$ cat src/rtl/fpu_cordic_pkg.sv
// Shared CORDIC/FPU constants and types: FP80 field layout, Q2.62 fixed-point
// format, the fixed-to-FP80 converter state encoding and its helpers.
package fpu_cordic_pkg;

    localparam int unsigned FP80_EXP_BIAS    = 16383;
    localparam int unsigned CORDIC_FRAC_BITS = 62;

    localparam int unsigned FP80_SIGN_W = 1;
    localparam int unsigned FP80_EXP_W  = 15;
    localparam int unsigned FP80_MANT_W = 64;
    localparam int unsigned FP80_W      = FP80_SIGN_W + FP80_EXP_W + FP80_MANT_W;

    localparam int unsigned FIXED_W = 64;

    // Exponent of a magnitude whose MSB sits at bit FIXED_W-1 (0x4000 for Q2.62)
    localparam logic [FP80_EXP_W-1:0] FIX2FP_EXP_INIT =
        FP80_EXP_W'(FP80_EXP_BIAS + (FIXED_W - 1) - CORDIC_FRAC_BITS);

    typedef enum logic [1:0] {
        FIX2FP_IDLE = 2'd0,
        FIX2FP_NORM = 2'd1,
        FIX2FP_DONE = 2'd2
    } fixed2fp80_state_t;

    typedef struct packed {
        logic                   sign;
        logic [FP80_EXP_W-1:0]  exp;
        logic [FP80_MANT_W-1:0] mant;
    } fp80_t;

    // Magnitude of a two's-complement word; the most negative value maps to 2^(W-1)
    function automatic logic [FIXED_W-1:0] fixed_abs(input logic [FIXED_W-1:0] x);
        logic [FIXED_W-1:0] neg;
        neg = FIXED_W'(~x + FIXED_W'(1));
        return x[FIXED_W-1] ? neg : x;
    endfunction

endpackage

$ cat src/rtl/fpu_fixed_to_fp80_if.sv
// Start/done handshake and data bus of the fixed-to-FP80 converter.
interface fpu_fixed_to_fp80_if;
    import fpu_cordic_pkg::*;

    logic                start;
    logic [FIXED_W-1:0]  fixed_in;
    logic [FP80_W-1:0]   fp80_out;
    logic                done;
    logic                busy;

    // Requester side
    modport master (
        output start,
        output fixed_in,
        input  fp80_out,
        input  done,
        input  busy
    );

    // Converter side
    modport slave (
        input  start,
        input  fixed_in,
        output fp80_out,
        output done,
        output busy
    );

endinterface

$ cat src/rtl/fpu_fixed_to_fp80.sv
// Q2.62 signed fixed-point to FP80 converter with iterative normalization.
// Optional build macro FIXED2FP80_COARSE_SHIFT_EN: shift by 8 in one NORM cycle
// while the top byte of the magnitude is clear (same results, lower latency).
module fpu_fixed_to_fp80
    import fpu_cordic_pkg::*;
(
    input  logic               clk,
    input  logic               reset,
    fpu_fixed_to_fp80_if.slave bus
);

    localparam logic [1:0] ST_IDLE = FIX2FP_IDLE;
    localparam logic [1:0] ST_NORM = FIX2FP_NORM;
    localparam logic [1:0] ST_DONE = FIX2FP_DONE;

`ifdef FIXED2FP80_COARSE_SHIFT_EN
    localparam int unsigned COARSE_STEP = 8;
`endif

    logic [1:0]            state_q, state_d;
    logic                  sign_q,  sign_d;
    logic [FIXED_W-1:0]    mag_q,   mag_d;
    logic [FP80_EXP_W-1:0] exp_q,   exp_d;
    fp80_t                 fp80_q,  fp80_d;
    logic                  done_q,  done_d;
    logic                  busy_q,  busy_d;

    // Next-state, datapath and output decode
    always_comb begin
        state_d = state_q;
        sign_d  = sign_q;
        mag_d   = mag_q;
        exp_d   = exp_q;
        fp80_d  = fp80_q;
        done_d  = 1'b0;
        busy_d  = busy_q;

        case (state_q)
            ST_IDLE: begin
                busy_d = 1'b0;
                if (bus.start) begin
                    sign_d  = bus.fixed_in[FIXED_W-1];
                    mag_d   = fixed_abs(bus.fixed_in);
                    exp_d   = FIX2FP_EXP_INIT;
                    busy_d  = 1'b1;
                    state_d = ST_NORM;
                end
            end

            ST_NORM: begin
                busy_d = 1'b1;
                if ((mag_q == '0) || mag_q[FIXED_W-1]) begin
                    state_d = ST_DONE;
                end
`ifdef FIXED2FP80_COARSE_SHIFT_EN
                else if (mag_q[FIXED_W-1 -: COARSE_STEP] == '0) begin
                    mag_d = mag_q << COARSE_STEP;
                    exp_d = exp_q - FP80_EXP_W'(COARSE_STEP);
                end
`endif
                else begin
                    mag_d = mag_q << 1;
                    exp_d = exp_q - FP80_EXP_W'(1);
                end
            end

            ST_DONE: begin
                busy_d  = 1'b1;
                done_d  = 1'b1;
                state_d = ST_IDLE;
                // Zero is emitted as +0 regardless of the captured sign
                if (mag_q == '0) begin
                    fp80_d = '0;
                end else begin
                    fp80_d.sign = sign_q;
                    fp80_d.exp  = exp_q;
                    fp80_d.mant = mag_q;
                end
            end

            default: begin
                busy_d  = 1'b0;
                state_d = ST_IDLE;
            end
        endcase
    end

    // State and output registers with synchronous reset
    always_ff @(posedge clk) begin
        if (reset) begin
            state_q <= ST_IDLE;
            sign_q  <= 1'b0;
            mag_q   <= '0;
            exp_q   <= '0;
            fp80_q  <= '0;
            done_q  <= 1'b0;
            busy_q  <= 1'b0;
        end else begin
            state_q <= state_d;
            sign_q  <= sign_d;
            mag_q   <= mag_d;
            exp_q   <= exp_d;
            fp80_q  <= fp80_d;
            done_q  <= done_d;
            busy_q  <= busy_d;
        end
    end

    assign bus.fp80_out = fp80_q;
    assign bus.done     = done_q;
    assign bus.busy     = busy_q;

endmodule

$ cat src/flat_wrapper.sv
// flat-port wrapper written by rule: the top's interface ports become plain ports
module fpu_fixed_to_fp80_flat import fpu_cordic_pkg::*;
  (clk, reset, bus_start, bus_fixed_in, bus_fp80_out, bus_done, bus_busy);
  fpu_fixed_to_fp80_if bus_i ();
  input  logic clk;
  input  logic reset;
  input wire logic [$bits(bus_i.start)-1:0] bus_start;
  input wire logic [$bits(bus_i.fixed_in)-1:0] bus_fixed_in;
  output wire logic [$bits(bus_i.fp80_out)-1:0] bus_fp80_out;
  output wire logic [$bits(bus_i.done)-1:0] bus_done;
  output wire logic [$bits(bus_i.busy)-1:0] bus_busy;
  assign bus_i.start = bus_start;
  assign bus_i.fixed_in = bus_fixed_in;
  assign bus_fp80_out = bus_i.fp80_out;
  assign bus_done = bus_i.done;
  assign bus_busy = bus_i.busy;
  fpu_fixed_to_fp80 u_core (.clk(clk), .reset(reset), .bus(bus_i));
endmodule
$ cat config.mk
export PLATFORM = sky130hd
export DESIGN_NAME = fpu_fixed_to_fp80_flat
export DESIGN_NICKNAME = d
export VERILOG_FILES = /design/src/rtl/fpu_cordic_pkg.sv /design/src/rtl/fpu_fixed_to_fp80_if.sv /design/src/rtl/fpu_fixed_to_fp80.sv /design/src/flat_wrapper.sv
export SDC_FILE = /design/constraint.sdc
export NUM_CORES = 1
export LEC_CHECK = 0
export ABC_CLOCK_PERIOD_IN_PS = 2440
export CORE_MARGIN = 2
export CORE_UTILIZATION = 48
export CTS_CLUSTER_SIZE = 10
export DETAILED_ROUTE_END_ITERATION = 10
export PLACE_DENSITY = 0.85
export SLEW_MARGIN = 20
export SYNTH_ARGS = -nofsm -noshare
export SYNTH_HDL_FRONTEND = slang
export SYNTH_SLANG_ARGS = --single-unit
$ cat constraint.sdc
create_clock -name clk -period 2.44 [get_ports clk]
set_input_delay 0.244 -clock clk [delete_from_list [all_inputs] [get_ports clk]]
set_output_delay 0.244 -clock clk [all_outputs]
set_load 0.1 [all_outputs]
[Word-level counts from Yosys, hierarchy flattened]
Cells that the tools add are included.
Storage, ports and cells
  flip-flop bits (word level): 164
  input bits: 67
  output and inout bits: 82
  word-level logic and storage cells: 39
Cells by class
  $add $sub $neg: 2
  eq/ne operators: 5
  mux-type cells: 14
  bitwise gates (word level): 1
  reductions and logical operators: 8
Operators with widths (number)
  two-way mux 64 bit: 3
  one-hot mux 64 bit (2 select lines): 1
  two-way mux 80 bit: 1
  adder 64 x 1 -> 64 bit, second input constant: 1
  zero test 64 bit: 1
  inverter 64 bit: 1
  two-way mux 15 bit: 2
  one-hot mux 15 bit (2 select lines): 1
  subtractor 15 x 1 -> 15 bit, second input constant: 1
  two-way mux 2 bit: 2
  inequality test 2 bit, second input constant: 2
  one-hot mux 2 bit (2 select lines): 1
  AND reduction 2 bit: 2
  AND reduction 3 bit: 1
  equality test 2 x 1 -> 1 bit, second input constant: 1
  equality test 2 bit, second input constant: 1
  zero test 2 bit: 1
  two-way mux 1 bit: 2
  inequality test 2 x 1 -> 1 bit, second input constant: 1
  one-hot mux 1 bit (2 select lines): 1
  nonzero test 2 bit: 1
  OR reduction 2 bit: 1
  logical OR 1 bit: 1

[Longest topological paths before layout]
Gate-level depths: netlist of the first run.
  depth in word-level cells: 5
  depth in mapped cells: 11
  mapped depth without buffers: 8

[Worst setup path before layout of the first run]
Ideal clock, no wire load.
  kind: input -> register
  from: input port bus_fixed_in[34]
  to: register u_core.mag_q[42]
  setup time: 0.138 ns
  arrival: 2.288 ns
  data required time: 2.302 ns
  slack: 0.014 ns
  cell stages on the path: 7
  path buffers: 1
  cell sequence: or4_4 -> or4_1 -> clkbuf_1 -> or4_4 -> o31ai_4 -> xor2_1 -> o221ai_1
Between the ends
  longest elaborated chain between the ends: 5
RTL lines
  start, declared: line flat_wrapper.sv:8  | input wire logic [$bits(bus_i.fixed_in)-1:0] bus_fixed_in;
  inverter 64 bit: line fpu_cordic_pkg.sv:34  | neg = FIXED_W'(~x + FIXED_W'(1));
  adder 64 x 1 -> 64 bit: line fpu_cordic_pkg.sv:34
  two-way mux 64 bit: line fpu_cordic_pkg.sv:35  | return x[FIXED_W-1] ? neg : x;
  two-way mux 64 bit: line fpu_fixed_to_fp80.sv:41  | if (bus.start) begin
  one-hot mux 64 bit (2 select lines): line fpu_fixed_to_fp80.sv:38  | case (state_q)
  end signal, assigned: line fpu_fixed_to_fp80.sv:101  | mag_q <= mag_d;
  end, declared: line fpu_fixed_to_fp80.sv:22  | logic [FIXED_W-1:0] mag_q, mag_d;
No other way between the ends. The select of a mux whose other input is x is not followed.
A chain may end at the register's enable or synchronous reset.

[Worst setup path in the final report of the first run]
  from: register u_core.exp_q[4]
  to: register u_core.exp_q[14]
Between the ends
  longest elaborated chain between the ends: 3
RTL lines
  start, declared: line fpu_fixed_to_fp80.sv:23  | logic [FP80_EXP_W-1:0] exp_q, exp_d;
  start signal, assigned: line fpu_fixed_to_fp80.sv:102  | exp_q <= exp_d;
  subtractor 15 x 1 -> 15 bit: line fpu_fixed_to_fp80.sv:63  | exp_d = exp_q - FP80_EXP_W'(1);
  two-way mux 15 bit: line fpu_fixed_to_fp80.sv:52  | if ((mag_q == '0) || mag_q[FIXED_W-1]) begin
  one-hot mux 15 bit (2 select lines): line fpu_fixed_to_fp80.sv:38
No other way between the ends. The select of a mux whose other input is x is not followed.

==> results.rst, run 1 <==
.. list-table::
   :header-rows: 1

   * - Metric
     - Value
   * - Outcome
     - complete, but fails checks
   * - Violations in the final reports
     - negative setup slack
   * - Post-detail-place hpwl
     - 20900 um
   * - Max transition margin
     - 55.3%
   * - Clock Tree Buf Depth
     - 2
   * - Initial Utilization
     - 48.7%
   * - Cell type contributing the most total cell area after synthesis
     - sky130_fd_sc_hd__dfxtp_1
   * - Clock sink count
     - 164
   * - CP Data Arrival Time
     - 2.81 ns
   * - Achievable clock frequency
     - 408 MHz
   * - Synthesized area per cell
     - 8.37 um2
   * - Fraction of post-synthesis cell area in the top cell type by area
     - 37.8%
   * - Transition at the pin with the smallest max-transition slack
     - 0.667 ns
   * - Number of standard cells after synthesis
     - 1037
   * - Final Critical Period
     - 2.45 ns
   * - Clock buffer count from CTS
     - 17
   * - Number of remaining DRC errors
     - 0
   * - Critical path start-end classification
     - reg -> reg
   * - #FFs+latches synth
     - 164
   * - Core Box Area
     - 17800 um2
   * - Routed length per instance
     - 18.7 um
   * - Routability Congestion
     - 1.01
   * - Cell Chain, Critical Path
     - or4_4 > or4_4 > or3_4 > nor2_1 > or4b_1 > a31oi_1
   * - Overflow left after global routing
     - 0
   * - Power share of the combinational group
     - 29.3%
   * - FP Rows
     - 49
   * - Commonest register cell after synthesis
     - sky130_fd_sc_hd__dfxtp_1
   * - Final setup TNS
     - -0.0109 ns
   * - Critical path buffer and inverter count
     - 0
   * - Number of maximum-capacitance violations
     - 0
   * - Count of filler cells inserted in the layout
     - 1347
   * - Cell mode on critical path
     - sky130_fd_sc_hd__or4_4
   * - Largest delay share family, worst path
     - simple AND/OR/NAND/NOR gates
   * - Count of pins on the block boundary
     - 149
   * - Routed vias/inst
     - 6.06
   * - Number of enable flip-flop cells after synthesis
     - 0
   * - Clock network fraction of total power
     - 32.0%
   * - Total nets after synthesis
     - 1110
   * - Cts hold-fix bufs
     - 0
   * - Leakage power
     - 0.00476 uW
   * - Critical Path Max Stage Delay
     - 0.54 ns
   * - Setup Skew
     - 0.0117 ns
   * - Routed wire length
     - 28800 um
   * - Power per Cell Area
     - 679 nW/um2
   * - Layout cells sized above 1
     - 26.8%
   * - Data required, critical path
     - 2.80 ns
   * - Unrepaired setup endpoints after global routing
     - true
   * - Power spent charging and discharging nets
     - 2930 uW
   * - Aggregate global-route resource usage
     - 29.1%
   * - Class of the most critical hold timing path
     - in -> reg
   * - Share of synthesized area occupied by flip-flops and latches
     - 37.8%
   * - Clock Root Buffer
     - sky130_fd_sc_hd__clkbuf_16
   * - Library cell contributing the largest single delay on the critical path
     - sky130_fd_sc_hd__or4_4
   * - Summed instance area of the synthesized netlist
     - 8680 um2
   * - Die Ht
     - 139 um
   * - Synth Warn #
     - 0
   * - Post-route clock period utilization
     - 100%
   * - Drt pass-1 iters
     - 5
   * - Remaining antenna violation count after routing
     - 0
   * - Count of cell types in the netlist
     - 63
   * - Initial antenna violation count
     - 0
   * - Via count of the first global-routing pass
     - 8758
   * - Final count of pins violating max slew
     - 0
   * - Startpoint Class
     - flip-flop
   * - Full die area
     - 19200 um2
   * - Clock transition at the register clock pins on the worst setup and hold paths after CTS
     - 0.07 ns
   * - Final setup vio count
     - 1
   * - Worst vdd ir
     - 0.541 mV
   * - PortBufs
     - 148
   * - Die width
     - 139 um
   * - Antenna diodes
     - 0
   * - Proportion of synthesized flip-flops having asynchronous set or reset
     - 0%
   * - Clock insertion delay at the later pin of the skew report
     - 0.44 ns
   * - Int Pwr
     - 5340 uW
   * - Number of endpoints with negative hold slack in the final report
     - 0
   * - TritonCTS clock tree
     - built
   * - Nature of the critical path endpoint
     - flip-flop
   * - Sw Ratio
     - 35.4%
   * - Largest fanout on the critical path
     - 4
   * - Relative area change from synthesis to final layout
     - 40.4%
   * - Wire length of the first global-routing pass
     - 45700 um
   * - Number of H-tree levels
     - 4
   * - Setup slack after layout
     - -0.0109 ns
   * - Vias after detailed routing
     - 9346
   * - Number of DRC violations after detailed-routing iteration 0
     - 1088
   * - Flop pwr share
     - 38.6%
   * - Nets
     - 1373
   * - Area contributors post-synth
     - sky130_fd_sc_hd__dfxtp_1 38%, sky130_fd_sc_hd__mux2i_1 8.8%, sky130_fd_sc_hd__nor2_1 5.1%
   * - Post-route total power
     - 8270 uW
   * - Pin count of the biggest net entering global routing
     - 123
## what timing repair did
item / 4_1_cts / 5_1_grt
resized for setup: 4 / 38
setup endpoints to repair: 22 / 73
pin swaps: 2 / 7
setup buffers: 0 / 1
## final cells by class
cell class | instances | area [um2] | share of cell area, %
clock inverter | 15 | 155 | 1.27
inverter | 15 | 56.3 | 0.462
clock buffer | 17 | 425 | 3.49
multi-input combinational | 778 | 5260 | 43.1
sequential | 164 | 3290 | 27.0
tap | 229 | 287 | 2.35
timing repair buffer | 324 | 2720 | 22.3
## through the flow
stage	std cells	area, um2	hold WS [ns]	utilization (%)	worst slack [ns]
6_report	1542	12200	0.192	68.3	-0.0109
5_1_grt	1542	12200	0.189	68.3	-0.0884
4_1_cts	1541	12000	0.165	67.2	-0.00997
3_5_place_dp	1509	11400	0.453	63.8	-0.544
3_3_place_gp	1509	11400	0.449	63.8	-0.450
2_1_floorplan	1037	8680	0.411	-	0.0139
## routing by layer
layer,track usage (%),wire (um)
met1,39.5,11700
met2,45.2,13200
met3,7.34,3090
met4,10.5,832
met5,0,0
## cells in the mapped netlist (all sizes together), types with 25 or more instances
cell type	n
a21oi	58
clkbuf	63
dfxtp	164
mux2i	76
nand2	64
nand3	45
nor2	119
nor3	26
nor4	36
o21ai	35
o31ai	25
or4	26
## worst paths after layout
check | startpoint | end | slack (ns) | cells after the start
setup / recovery | u_core.exp_q[4] | u_core.exp_q[14] | -0.01 | 6
hold / removal | bus_fixed_in[63] | u_core.sign_q | 0.19 | 3
setup reg to reg | u_core.exp_q[4] | u_core.exp_q[14] | -0.01 | 6
hold reg to reg | u_core.sign_q | u_core.sign_q | 0.48 | 2
## cell usage in the layout (no fill, tap or decap), types with 5 or more instances in the layout
master                              n
sky130_fd_sc_hd__nor2_1           119
sky130_fd_sc_hd__a31oi_1            8
sky130_fd_sc_hd__o41ai_1           17
sky130_fd_sc_hd__buf_4            248
sky130_fd_sc_hd__or4_1             20
sky130_fd_sc_hd__nor4_1            24
sky130_fd_sc_hd__nor3_1            25
sky130_fd_sc_hd__nand3_1           43
sky130_fd_sc_hd__a21oi_1           58
sky130_fd_sc_hd__o221ai_1          13
sky130_fd_sc_hd__xor2_1            19
sky130_fd_sc_hd__a22oi_1            7
sky130_fd_sc_hd__o31ai_1           23
sky130_fd_sc_hd__dlymetal6s2s_1     5
sky130_fd_sc_hd__o211ai_1          24
sky130_fd_sc_hd__clkdlybuf4s50_1   59
sky130_fd_sc_hd__inv_1             14
sky130_fd_sc_hd__o21ai_1            5
sky130_fd_sc_hd__nand2b_1          14
sky130_fd_sc_hd__nand2_1           64
sky130_fd_sc_hd__a211oi_1           9
sky130_fd_sc_hd__or4_4              6
sky130_fd_sc_hd__nor4_2             7
sky130_fd_sc_hd__xnor2_1           23
sky130_fd_sc_hd__nand4_1           15
sky130_fd_sc_hd__mux2i_1           76
sky130_fd_sc_hd__dfxtp_1          161
sky130_fd_sc_hd__inv_8              7
sky130_fd_sc_hd__o41ai_2            6
sky130_fd_sc_hd__buf_12             9
sky130_fd_sc_hd__or3_1             18
sky130_fd_sc_hd__or2_2             11
sky130_fd_sc_hd__nor2b_1           20
sky130_fd_sc_hd__clkbuf_16         17
sky130_fd_sc_hd__nor4_4             5
sky130_fd_sc_hd__o21ai_0           30
## power by group through the flow
stage / clock (uW) / combinational (uW) / sequential (uW)
3_5_place_dp: 0 / 2310 / 3230
4_1_cts: 2660 / 2350 / 3170
6_report: 2650 / 2430 / 3190
2_1_floorplan: 0 / 1240 / 3270
3_3_place_gp: 0 / 2260 / 3220
5_1_grt: 2770 / 2600 / 3210
## state kept, by name, summed over array words and instances, names as in the netlist
name / cells
u_core.sign_q: 1
u_core.bus.busy: 1
u_core.state_q: 2
u_core.exp_q: 15
u_core.bus.done: 1
u_core.mag_q: 64
u_core.bus.fp80_out: 80
## worst reg2reg max path, delay by kind of cell, from the launching register on
family,cells,cell delay [ns]
AND/OR/NAND/NOR,5,1.92
flip-flops,1,0.32
AO/OA/AOI/OAI,1,0.15
## cells by family after synthesis
group | count (synthesis) | synth area share (%)
AOI/OAI and AO/OA | 232 | 18.4
buffers and inverters | 95 | 4.18
adders and majority gates | 6 | 0.865
muxes | 77 | 8.89
xor gates and xnor gates | 42 | 4.24
and+or+nand+nor | 421 | 25.6
DFF | 164 | 37.8
Note: power is estimated with default switching activity, not from simulation.
==> inputs of run 2 (changes only) <==
Settings changed: PLACE_DENSITY 0.85 to unset, PLACE_DENSITY_LB_ADDON set to 0.08.
==> run 2 against run 1 <==
Against the previous run:
- the run now ends clean
- wire length down 2.0%
- combinational power up 2%
- die area unchanged
- fmax up 1.1%
- via count down 1.2%
- register-to-register slack better by 0.06 ns
- highest routed layer unchanged
==> results.rst, run 2 (synthesized netlist as in run 1, its figures left out) <==
.. list-table::
   :header-rows: 1

   * - Metric
     - Value
   * - Worst vdd ir
     - 0.509 mV
   * - Setup Skew
     - 0.0123 ns
   * - Flip-flop count of the largest register, all copies and words added
     - 80
   * - Metal2 WL
     - 13400 um
   * - Cell Chain, Critical Path
     - clkdlybuf4s50_1 > nor4_2 > buf_4 > nand4_1 > or4_1 > o41ai_1 > xor2_1 > o221ai_1
   * - Wl on met1
     - 12100 um
   * - Routed length per instance
     - 18.2 um
   * - Transition at the pin with the smallest max-transition slack
     - 0.670 ns
   * - Number of remaining DRC errors
     - 0
   * - Aggregate global-route resource usage
     - 28.7%
   * - Cell Area, Placed
     - 11500 um2
   * - FP Rows
     - 49
   * - Nets
     - 1387
   * - PortBufs
     - 148
   * - Leading cell types in the layout, fill and taps excluded
     - 260 x sky130_fd_sc_hd__buf_4, 162 x sky130_fd_sc_hd__dfxtp_1, 119 x sky130_fd_sc_hd__nor2_1
   * - Relative area change from synthesis to final layout
     - 40.9%
   * - Initial Utilization
     - 48.7%
   * - Data required, critical path
     - 2.76 ns
   * - Leading cell type in the layout, fill and taps excluded
     - sky130_fd_sc_hd__buf_4
   * - Initial antenna violation count
     - 0
   * - Drt pass-1 iters
     - 5
   * - Beginning of the worst register-to-register path
     - u_core.exp_q[4]
   * - Post-route clock period utilization
     - 99.3%
   * - Clock sink count
     - 164
   * - Antenna diodes
     - 0
   * - Class of the most critical hold timing path
     - in -> reg
   * - Layout Cell Area excl Fill
     - 12200 um2
   * - Startpoint Class
     - input port
   * - Post-route total power
     - 8310 uW
   * - Die Ht
     - 139 um
   * - Critical Path Max Stage Delay
     - 0.64 ns
   * - Wire length of the first global-routing pass
     - 45100 um
   * - Final count of pins violating max slew
     - 0
   * - Power per Cell Area
     - 680 nW/um2
   * - Number of DRC violations after detailed-routing iteration 0
     - 741
   * - Final Critical Period
     - 2.42 ns
   * - Min Hold Slack
     - 0.334 ns
   * - TritonCTS clock tree
     - built
   * - Number of endpoints with negative hold slack in the final report
     - 0
   * - Startpoint of the most critical setup path
     - bus_fixed_in[22]
   * - Full die area
     - 19200 um2
   * - Unrepaired setup endpoints after global routing
     - true
   * - Count of filler cells inserted in the layout
     - 1502
   * - Final setup vio count
     - 0
   * - Routed wire length
     - 28200 um
   * - Clock Root Buffer
     - sky130_fd_sc_hd__clkbuf_16
   * - CP Data Arrival Time
     - 2.74 ns
   * - Routed wl met3
     - 1940 um
   * - Vias after detailed routing
     - 9230
   * - Clock transition at the register clock pins on the worst setup and hold paths after CTS
     - 0.07 ns
   * - Number of H-tree levels
     - 4
   * - Startpoint of the lowest-slack hold path
     - reset
   * - Overflow left after global routing
     - 0
   * - Max transition margin
     - 55.1%
   * - Die width
     - 139 um
   * - Top layer in use
     - met4
   * - Nature of the critical path endpoint
     - flip-flop
   * - Clock buffer count from CTS
     - 17
   * - Clock Tree Buf Depth
     - 2
   * - Number of maximum-capacitance violations
     - 0
   * - Routability Congestion
     - 0.920
   * - Post-detail-place hpwl
     - 20100 um
   * - Library cell contributing the largest single delay on the critical path
     - sky130_fd_sc_hd__or4_1
   * - Leakage power
     - 0.00477 uW
   * - Critical path start-end classification
     - in -> reg
   * - Count of pins on the block boundary
     - 149
   * - Remaining antenna violation count after routing
     - 0
   * - Routed vias/inst
     - 5.94
   * - Cts hold-fix bufs
     - 0
   * - Largest fanout on the critical path
     - 7
   * - Via count of the first global-routing pass
     - 8623
   * - Outcome
     - complete, no violations
   * - Achievable clock frequency
     - 413 MHz
   * - Clock insertion delay at the later pin of the skew report
     - 0.44 ns
   * - Core Box Area
     - 17800 um2
   * - Pin count of the biggest net entering global routing
     - 123
   * - Layout cells sized above 1
     - 27.0%
-- run 2: cell types whose count changed in the layout (fill, tap and decap cells not counted), moves of 3 or more --
| cell | change |
|---|---|
| sky130_fd_sc_hd__buf_4 | +12 |
| sky130_fd_sc_hd__inv_8 | -5 |
| sky130_fd_sc_hd__o41ai_1 | +5 |
| sky130_fd_sc_hd__o41ai_2 | -4 |
| sky130_fd_sc_hd__clkinv_4 | -3 |
-- run 2: worst paths after layout --
| path | endpoint | slack [ns] | cells past startpoint |
|---|---|---|---|
| worst max-delay path | u_core.mag_q[49] | 0.02 | 8 |
| worst min register to register | u_core.sign_q | 0.46 | 2 |
| worst min-delay path | u_core.state_q[1] | 0.33 | 3 |
| worst max register to register | u_core.exp_q[14] | 0.05 | 6 |
-- run 2: layout make-up --
type                            count  area, um2  share of cell area [%]
Inverter                           15       56.3                   0.460
Clock inverter                     12        120                   0.982
Timing Repair Buffer              337       2830                    23.1
Sequential cell                   164       3290                    26.9
Tap cell                          229        287                    2.34
Clock buffer                       19        453                    3.70
Multi-Input combinational cell    779       5200                    42.5
-- run 2: through the flow --
step	TNS, ns	utilization [%]	cells	setup slack, ns
2_1_floorplan	0	-	1037	0.0139
3_3_place_gp	-10.55	64.3	1519	-0.425
3_5_place_dp	-12.18	64.3	1519	-0.486
4_1_cts	0	67.6	1550	0.00146
5_1_grt	-0.332	68.6	1555	-0.0791
6_report	0	68.6	1555	0.0162
-- run 2: what timing repair did --
action / 4_1_cts / 5_1_grt
gates cloned: 0 / 1
setup buffers: 0 / 4
pin swaps: 1 / 12
hold endpoints to repair: 0 / 0
setup endpoints to repair: 2 / 75
gates resized for setup: 2 / 29
-- run 2: metal layers --
layer	global-route usage [%]	up-vias
met5	0	-
met4	10.3	0
met3	5.30	67
met2	47.2	379
met1	37.9	4387
li1	-	4397
-- run 2: worst max-delay path, delay by kind of cell --
family / cells / cell delay (ns)
AO/OA/AOI/OAI: 2 / 0.51
buffers and inverters: 2 / 0.61
XOR/XNOR: 1 / 0.19
AND/OR/NAND/NOR: 3 / 1.18
-- run 2: where the power goes --
group          switching (uW)  internal [uW]  leakage [uW]
clock network            1190           1480      0.000276
logic                    1360           1110       0.00316
registers                 250           2920       0.00133
==> inputs of run 3 (changes only) <==
Settings changed: GPL_TIMING_DRIVEN set to 0.
==> run 3 against run 2 <==
Against the previous run:
- the run now ends with negative setup slack left
- register-to-register slack got worse by 0.096 ns
- critical path depth fell by 2
- wire length rose by 15%
- clock skew fell by 0.0023 ns
- clock power rose by 7%
- worst hold slack got worse by 0.10 ns
- critical endpoint is now u_core.exp_q[14]
- largest cell class unchanged
- global-route usage rose by 4.1 points
==> results.rst, run 3 (synthesized netlist as in run 1, its figures left out) <==
.. list-table::
   :header-rows: 1

   * - Metric
     - Value
   * - Die width
     - 139 um
   * - Clock network fraction of total power
     - 33.2%
   * - Final Critical Period
     - 2.49 ns
   * - Number of endpoints with negative hold slack in the final report
     - 0
   * - Setup slack after layout
     - -0.0459 ns
   * - Leakage power
     - 0.00414 uW
   * - Clock Tree Buf Depth
     - 2
   * - Flop pwr share
     - 38.2%
   * - Routed wire length
     - 32500 um
   * - Antenna diodes
     - 0
   * - Data required, critical path
     - 2.80 ns
   * - Startpoint of the lowest-slack hold path
     - bus_fixed_in[0]
   * - Non-Filler Instances
     - 1471
   * - Outcome
     - complete, but fails checks
   * - Library cell contributing the largest single delay on the critical path
     - sky130_fd_sc_hd__or4_4
   * - Clock buffer count from CTS
     - 17
   * - Number of H-tree levels
     - 4
   * - Violations in the final reports
     - negative setup slack
   * - Startpoint Class
     - flip-flop
   * - Routed length per instance
     - 22.1 um
   * - Leading cell types in the layout, fill and taps excluded
     - 154 x sky130_fd_sc_hd__dfxtp_1, 133 x sky130_fd_sc_hd__clkdlybuf4s50_1, 115 x sky130_fd_sc_hd__nor2_1
   * - Layout Cell Area excl Fill
     - 11800 um2
   * - FF-to-FF End
     - u_core.exp_q[14]
   * - Routability Congestion
     - 1.01
   * - Int Pwr
     - 5500 uW
   * - Final setup vio count
     - 1
   * - Total area of multi-input combinational cells
     - 5480 um2
   * - Die Ht
     - 139 um
   * - Routed vias/inst
     - 6.28
   * - Beginning of the worst register-to-register path
     - u_core.exp_q[7]
   * - Power share of the combinational group
     - 28.5%
   * - Class of the most critical hold timing path
     - in -> reg
   * - Storage element area
     - 3300 um2
   * - Post-detail-place hpwl
     - 23300 um
   * - Cell Area, Placed
     - 10400 um2
   * - Sw Ratio
     - 35.9%
   * - CP Data Arrival Time
     - 2.85 ns
   * - Nature of the critical path endpoint
     - flip-flop
   * - Number of placed instances with taps included
     - 1412
   * - FP Rows
     - 49
   * - Max transition margin
     - 31.8%
   * - Worst Hold End
     - u_core.mag_q[0]
   * - Largest fanout on the critical path
     - 4
   * - Number of remaining DRC errors
     - 0
   * - Aggregate global-route resource usage
     - 32.9%
   * - Nets
     - 1302
   * - Core Box Area
     - 17800 um2
   * - Remaining antenna violation count after routing
     - 0
   * - Number of DRC violations after detailed-routing iteration 0
     - 989
   * - Via count of the first global-routing pass
     - 8710
   * - Vias after detailed routing
     - 9245
   * - Flip-flop count of the largest register, all copies and words added
     - 80
   * - Achievable clock frequency
     - 402 MHz
   * - Critical Path Max Stage Delay
     - 0.54 ns
   * - Cell Chain, Critical Path
     - or4_4 > or4_4 > or3_4 > nor2_2 > or4b_4 > a31oi_1
   * - Final core area utilization
     - 66.2%
   * - Overflow left after global routing
     - 0
   * - Clock sink count
     - 164
   * - Leading cell type in the layout, fill and taps excluded
     - sky130_fd_sc_hd__dfxtp_1
   * - Count of pins on the block boundary
     - 149
   * - Post-route clock period utilization
     - 102%
   * - Worst setup slack for register-to-register paths
     - -0.05 ns
   * - Relative area change from synthesis to final layout
     - 36.0%
   * - Clock insertion delay at the later pin of the skew report
     - 0.44 ns
   * - Final count of pins violating max slew
     - 0
   * - PortBufs
     - 146
   * - Initial Utilization
     - 48.7%
   * - Count of filler cells inserted in the layout
     - 1554
   * - Initial antenna violation count
     - 0
   * - Full die area
     - 19200 um2
   * - Number of maximum-capacitance violations
     - 0
   * - Wire length of the first global-routing pass
     - 49800 um
   * - Clock transition at the register clock pins on the worst setup and hold paths after CTS
     - 0.07 ns
   * - Pin count of the biggest net entering global routing
     - 17
   * - Unrepaired setup endpoints after global routing
     - true
   * - TritonCTS clock tree
     - built
   * - Clock Root Buffer
     - sky130_fd_sc_hd__clkbuf_16
   * - Drt pass-1 iters
     - 5
   * - Layout cells sized above 1
     - 15.5%
   * - Power spent charging and discharging nets
     - 3080 uW
   * - Cell mode on critical path
     - sky130_fd_sc_hd__or4_4
   * - Worst vdd ir
     - 0.536 mV
   * - Critical path start-end classification
     - reg -> reg
   * - Number of cells traversed by the worst hold path
     - 3
   * - Number of cells on the worst reg-to-reg path
     - 6
   * - Setup Skew
     - 0.00996 ns
   * - Transition at the pin with the smallest max-transition slack
     - 1.02 ns
   * - Power per Cell Area
     - 726 nW/um2
-- run 3: critical path, delay by kind of cell (launching register included) --
family	cells	cell delay, ns
and+or+nand+nor	5	1.92
DFF	1	0.33
AOI/OAI and AO/OA	1	0.16
-- run 3: cell type report --
type                            count  area share, %
Clock buffer                       19           3.83
Inverter                           15          0.487
Multi-Input combinational cell    778           46.4
Buffer                             74           3.10
Tap cell                          229           2.43
Sequential cell                   164           27.9
Timing Repair Buffer              179           14.6
Clock inverter                     13           1.32
-- run 3: power by group through the flow --
stage,registers [uW],logic [uW],clock network [uW]
floorplan,3270,1240,0
global placement,3280,2040,0
detailed placement,3280,2060,0
CTS,3240,2210,2850
global route,3300,2600,2960
finish,3280,2450,2850
-- run 3: layer usage --
layer	part of all wire [%]	up-vias	GRT usage, %	wire length [um]
met2	45	513	51.9	14800
met3	8.7	89	7.52	2830
li1	-	4244	-	-
met1	42	4399	43.4	13800
met4	3.5	0	13.9	1130
met5	0	-	0	0
-- run 3: worst max path at each step --
stage	startpoint	to	slack, ns
6_report	u_core.exp_q[7]	u_core.exp_q[14]	-0.05
5_1_grt	u_core.exp_q[7]	u_core.exp_q[14]	-0.11
4_1_cts	u_core.exp_q[7]	u_core.exp_q[14]	-0.03
3_5_place_dp	bus_fixed_in[0]	u_core.mag_q[54]	-1.24
3_3_place_gp	bus_fixed_in[0]	u_core.mag_q[54]	-1.27
2_1_floorplan	bus_fixed_in[34]	u_core.mag_q[42]	0.01
-- run 3: timing repair --
action | 4_1_cts | 5_1_grt
endpoints found under the setup margin | 97 | 102
hold buffers | 0 | 0
resized for setup | 84 | 75
buffers inserted | 17 | 16
cloned | 0 | 0
pin swaps | 18 | 24
-- run 3: per-stage QoR --
stage	setup slack, ns	TNS [ns]	hold WS (ns)	total power (uW)
2_1_floorplan	0.0139	0	0.411	4520
3_3_place_gp	-1.27	-71.95	0.465	5320
3_5_place_dp	-1.24	-73.58	0.477	5350
4_1_cts	-0.0279	-0.0344	0.484	8300
5_1_grt	-0.114	-0.137	0.259	8860
6_report	-0.0459	-0.0459	0.232	8570
